==> src/rtl/pulse_event_arbiter.sv <==
// pulse_event_arbiter: one-deep per-channel event latches served round-robin to a
// single valid/ready consumer. Define PULSE_ARB_LOST_CNT_EN to build the lost_cnt counters.
module pulse_event_arbiter #(
    parameter int N         = 4,
    parameter int ID_WIDTH  = 2,
    parameter int CNT_WIDTH = 8
) (
    input  logic                   clk,
    input  logic                   rst_n,
    input  logic [N-1:0]           ev_in,
    output logic                   out_valid,
    output logic [ID_WIDTH-1:0]    out_id,
    input  logic                   out_ready,
    input  logic                   lost_clr,
    output logic [N-1:0]           lost_flag,
    output logic [N*CNT_WIDTH-1:0] lost_cnt,
    output logic                   busy
);

    localparam int IW = $clog2(N);

    typedef enum logic {
        S_IDLE  = 1'b0,
        S_OFFER = 1'b1
    } state_t;

    state_t              state_q, state_d;
    logic [N-1:0]        pending_q, pending_d;
    logic [N-1:0]        req, above_mask, req_above, load_mask, loss;
    logic [IW-1:0]       last_q, start_idx, grant_idx;
    logic                load_en;
    logic [ID_WIDTH-1:0] out_id_q;
    logic [N-1:0]        lost_flag_q;

    function automatic logic [IW-1:0] lowest_set(input logic [N-1:0] v);
        lowest_set = '0;
        for (int unsigned i = N; i > 0; i--) begin
            if (v[IW'(i - 1)]) lowest_set = IW'(i - 1);
        end
    endfunction

    // A strobe arriving on a loadable edge competes directly with the latched
    // events, so an idle block offers it one cycle later.
    always_comb begin
        req        = pending_q | ev_in;
        start_idx  = (last_q == IW'(N - 1)) ? '0 : last_q + IW'(1);
        above_mask = '0;
        for (int unsigned i = 0; i < N; i++) begin
            above_mask[IW'(i)] = (IW'(i) >= start_idx);
        end
        req_above = req & above_mask;
        grant_idx = (|req_above) ? lowest_set(req_above) : lowest_set(req);
    end

    always_comb begin
        load_en   = ((state_q == S_IDLE) || out_ready) && (|req);
        load_mask = load_en ? (N'(1) << grant_idx) : '0;
        // Loaded channel keeps a bit only for a second event beyond the one consumed.
        pending_d = (load_mask & pending_q & ev_in) | (~load_mask & req);
        loss      = ev_in & pending_q & ~load_mask;
    end

    always_comb begin
        state_d = state_q;
        case (state_q)
            S_IDLE:  if (load_en) state_d = S_OFFER;
            S_OFFER: if (out_ready && !load_en) state_d = S_IDLE;
            default: state_d = S_IDLE;
        endcase
    end

    always_ff @(posedge clk or negedge rst_n) begin
        if (!rst_n) begin
            state_q     <= S_IDLE;
            pending_q   <= '0;
            last_q      <= IW'(N - 1);
            out_id_q    <= '0;
            lost_flag_q <= '0;
        end else begin
            state_q   <= state_d;
            pending_q <= pending_d;
            if (load_en) begin
                last_q   <= grant_idx;
                out_id_q <= ID_WIDTH'(grant_idx);
            end
            lost_flag_q <= lost_clr ? loss : (lost_flag_q | loss);
        end
    end

`ifdef PULSE_ARB_LOST_CNT_EN
    logic [CNT_WIDTH-1:0] cnt_q [N];

    always_ff @(posedge clk or negedge rst_n) begin
        if (!rst_n) begin
            for (int unsigned i = 0; i < N; i++) cnt_q[IW'(i)] <= '0;
        end else begin
            for (int unsigned i = 0; i < N; i++) begin
                if (lost_clr)
                    cnt_q[IW'(i)] <= CNT_WIDTH'(loss[IW'(i)]);
                else if (loss[IW'(i)] && (cnt_q[IW'(i)] != '1))
                    cnt_q[IW'(i)] <= cnt_q[IW'(i)] + CNT_WIDTH'(1);
            end
        end
    end

    always_comb begin
        lost_cnt = '0;
        for (int unsigned i = 0; i < N; i++) begin
            lost_cnt[i*CNT_WIDTH +: CNT_WIDTH] = cnt_q[IW'(i)];
        end
    end
`else
    assign lost_cnt = '0;
`endif

    assign out_valid = (state_q == S_OFFER);
    assign out_id    = out_id_q;
    assign lost_flag = lost_flag_q;
    assign busy      = (|pending_q) | out_valid;

endmodule

==> config.mk <==
export PLATFORM = sky130hd
export DESIGN_NAME = pulse_event_arbiter
export DESIGN_NICKNAME = d
export VERILOG_FILES = /design/src/rtl/pulse_event_arbiter.sv
export SDC_FILE = /design/constraint.sdc
export NUM_CORES = 1
export LEC_CHECK = 0
export CELL_PAD_IN_SITES_DETAIL_PLACEMENT = 1
export CELL_PAD_IN_SITES_GLOBAL_PLACEMENT = 1
export CORE_ASPECT_RATIO = 0.7
export CORE_MARGIN = 4
export CORE_UTILIZATION = 27
export DETAILED_ROUTE_END_ITERATION = 6
export PLACE_DENSITY = 0.85
export SLEW_MARGIN = 20
export SYNTH_ARGS = -nofsm -noshare
export SYNTH_HDL_FRONTEND = slang
export SYNTH_SLANG_ARGS = --single-unit
==> constraint.sdc <==
create_clock -name clk -period 2.45 [get_ports clk]
set_input_delay 0.49 -clock clk [delete_from_list [all_inputs] [get_ports clk]]
set_output_delay 0.49 -clock clk [all_outputs]
set_load 0.005 [all_outputs]
==> impl_results.md <==
- Least-Margin Pin Slew: 0.621 ns
- Core Area: 0.00317 mm²
- Avg Inst Size Synth: 9.26 µm²
- Total GRT Usage: 9.72%
- Synthesized area: 898 µm²
- Io pins: 48
- Post_cts resized: 0
- Max capacitance violation total: 0
- Via count: 678
- Post-synthesis sequential area ratio: 36.5%
- Die W: 76.9 µm
- Commonest non-fill, non-tap cell in the layout: conb_1
- Global-route wire length before repair: 3.37 mm
- Worst VDD drop: 0.328 mV
- Post-synthesis cell count: 97
- Total Routed Length: 2.05 mm
- Setup-failing EPs final: 0
- Via density per instance: 4.24
- P_leak: 0.460 nW
- Most frequent cells in the layout: 32 x conb_1, 15 x clkdlybuf4s50_1, 11 x dfrtp_1
- Yosys reg bits: 13
- Setup WS post-layout: 0.189 ns
- Max Freq: 442 MHz
- Unique masters post-synth: 27
- Worst setup EP type: flop
- Maximum clock insertion buffer count: 2
- Gpl congestion: 0.903
- CTS H-tree lvls: 1
- CP startpoint kind: flop
- Die ar.: 0.00433 mm²
- Hpwl dp: 1.71 mm
- Ys Warns: 0
- Diode count: 0
- Synth top area share: 30.6%
- Clk sink count: 13
- Yosys top cell by area: dfrtp_1
- Crit-path slowest cell: dfstp_2
- Iter 0 DRT Violations: 23
- Root Buffer: clkbuf_8
- Initial Util: 28.3%
- Hold-fix buffer count after cts: 0
- Total power draw: 0.00117 W
- Post-CTS setup buffers: 0
- Number of flops mapped to enable cells by yosys: 0
- Fin nets: 133
- Crit-path max FO: 3
- Fin. max-slew vios: 0
- First-pass detailed-route iteration total: 4
- Tcrit/Tclk final: 92.3%
- Final min period: 2.26 ns
- Async set-reset flop share out of synthesis: 100%
- Slowest stage delay, CP: 0.53 ns
- Pwr dens: 1100 mW/mm²
- CTS tree: done
- Finished Core Util: 33.8%
- Register clock-pin slew on the reported worst setup and hold paths: 0.05 ns
- Die Height: 56.3 µm
- Rows: 17
- Crit path top cell by count: or3_4
- Total CTS buffers: 3
- WP data arrival: 2.39 ns
- Cell Chain, Critical Path: inv_1 -> ha_1 -> a21oi_1 -> or3_4 -> or3_4 -> maj3_2
- Drt wl/cell: 12.8 µm
- GRT overflow: 0
- Vias in the first global route: 692
- Worst Path Buf+Inv: 1
- Slew HR: 58.4%
- Reg area: 328 µm²
- Initial antenna violation count: 0
- Post-synth top flop: dfrtp_1
- DR DRC count: 0
- Layout Skew: 0.000491 ns
- Hold WC Path Type: flop to flop
- Setup CP Type: flop to flop
- Status: finished clean
- Final hold vios: 0
- ANT nets after route: 0
- Largest delay contributor family on the critical path: simple AND/OR/NAND/NOR gates
- Synth-to-layout area growth: 19.1%
- Largest net degree at the start of global routing: 14
- Clock latency on the worst-skew pair: 0.24 ns
- RSZ-0062 raised after global routing: no
- Dominant cells by area after synthesis: dfrtp_1 31%, buf_4 27%, dfstp_2 5.8%, ha_1 2.8%, o21ai_0 2.8%
- Pre-CTS WS: -0.0119 ns
- PortBufs: 15
- Multi-input gate area in the final layout: 432 µm²
- Worst EP required: 2.57 ns
- Share of layout cells above drive strength 1: 13.1%
- Fillers: 389
path summary, 6_finish.rpt:
path | from | endpoint | slack, ns | cells after the start
min in group asynchronous | rst_n | lost_flag[1] | 0.64 | 1
setup / recovery | last_q[0] | pending_q[3] | 0.19 | 6
hold reg to reg | lost_flag[2] | lost_flag[2] | 0.49 | 1
hold / removal | lost_flag[2] | lost_flag[2] | 0.49 | 1
max in group asynchronous | rst_n | out_valid | 1.41 | 1
setup reg to reg | last_q[0] | pending_q[3] | 0.19 | 6
cell usage after synthesis, types with 3 or more instances:
cell / number
nor3_1: 3
dfrtp_1: 11
nand2_1: 6
a211oi_1: 3
inv_1: 4
nor2_1: 4
o21ai_0: 5
nor4_1: 3
buf_4: 32
cell families after synthesis:
family | count (synthesis) | share of synthesized area (%)
AO/OA/AOI/OAI | 20 | 15.6
adder cells (fa/ha/maj) | 4 | 5.15
flip-flops | 13 | 36.5
AND/OR/NAND/NOR | 23 | 13.9
buffers and inverters | 36 | 28.4
other | 1 | 0.417
where the power goes:
part / switching, W / leakage (nW) / internal [W]
Sequential: 0.0000771 / 0.136 / 0.000315
Clock: 0.0000750 / 0.0228 / 0.000115
Combinational: 0.000281 / 0.301 / 0.000311
Total: 0.000433 / 0.460 / 0.000741
metrics by stage:
stage               setup TNS [ns]  hold WS [ns]  instances  cell area (µm²)
floorplan                        0         0.194        128             1010
global placement                 0         0.483        156             1020
detailed placement         -0.0119         0.488        156             1020
CTS                              0         0.501        160             1070
global route                     0         0.532        160             1070
finish                           0         0.492        160             1070
state kept, by name, indices dropped and copies added (netlist names):
signal,cells
last_q,2
out_id,2
pending_q,4
lost_flag,4
out_valid,1
layout make-up:
type | count | share of cell area [%]
timing repair buffer | 22 | 18.9
sequential | 13 | 30.6
multi-input combinational | 79 | 40.4
inverter | 4 | 1.40
clock buffer | 4 | 4.21
tap | 38 | 4.44
per-layer routing:
layer / share of wire (%) / track usage, % / wire length [µm]
met1: 42 / 11.1 / 860
met2: 50 / 16.6 / 1020
met3: 7.0 / 4.81 / 144
met4: 1.0 / 1.55 / 21
met5: 0 / 0 / 0
worst reg2reg max path, cell delays in order, from the launching register on:
cell and delay (ns):
dfstp_2 0.53, inv_1 0.05, ha_1 0.34, a21oi_1 0.12, or3_4 0.40, or3_4 0.40
maj3_2 0.31
Power figures use the tool's default switching activity.
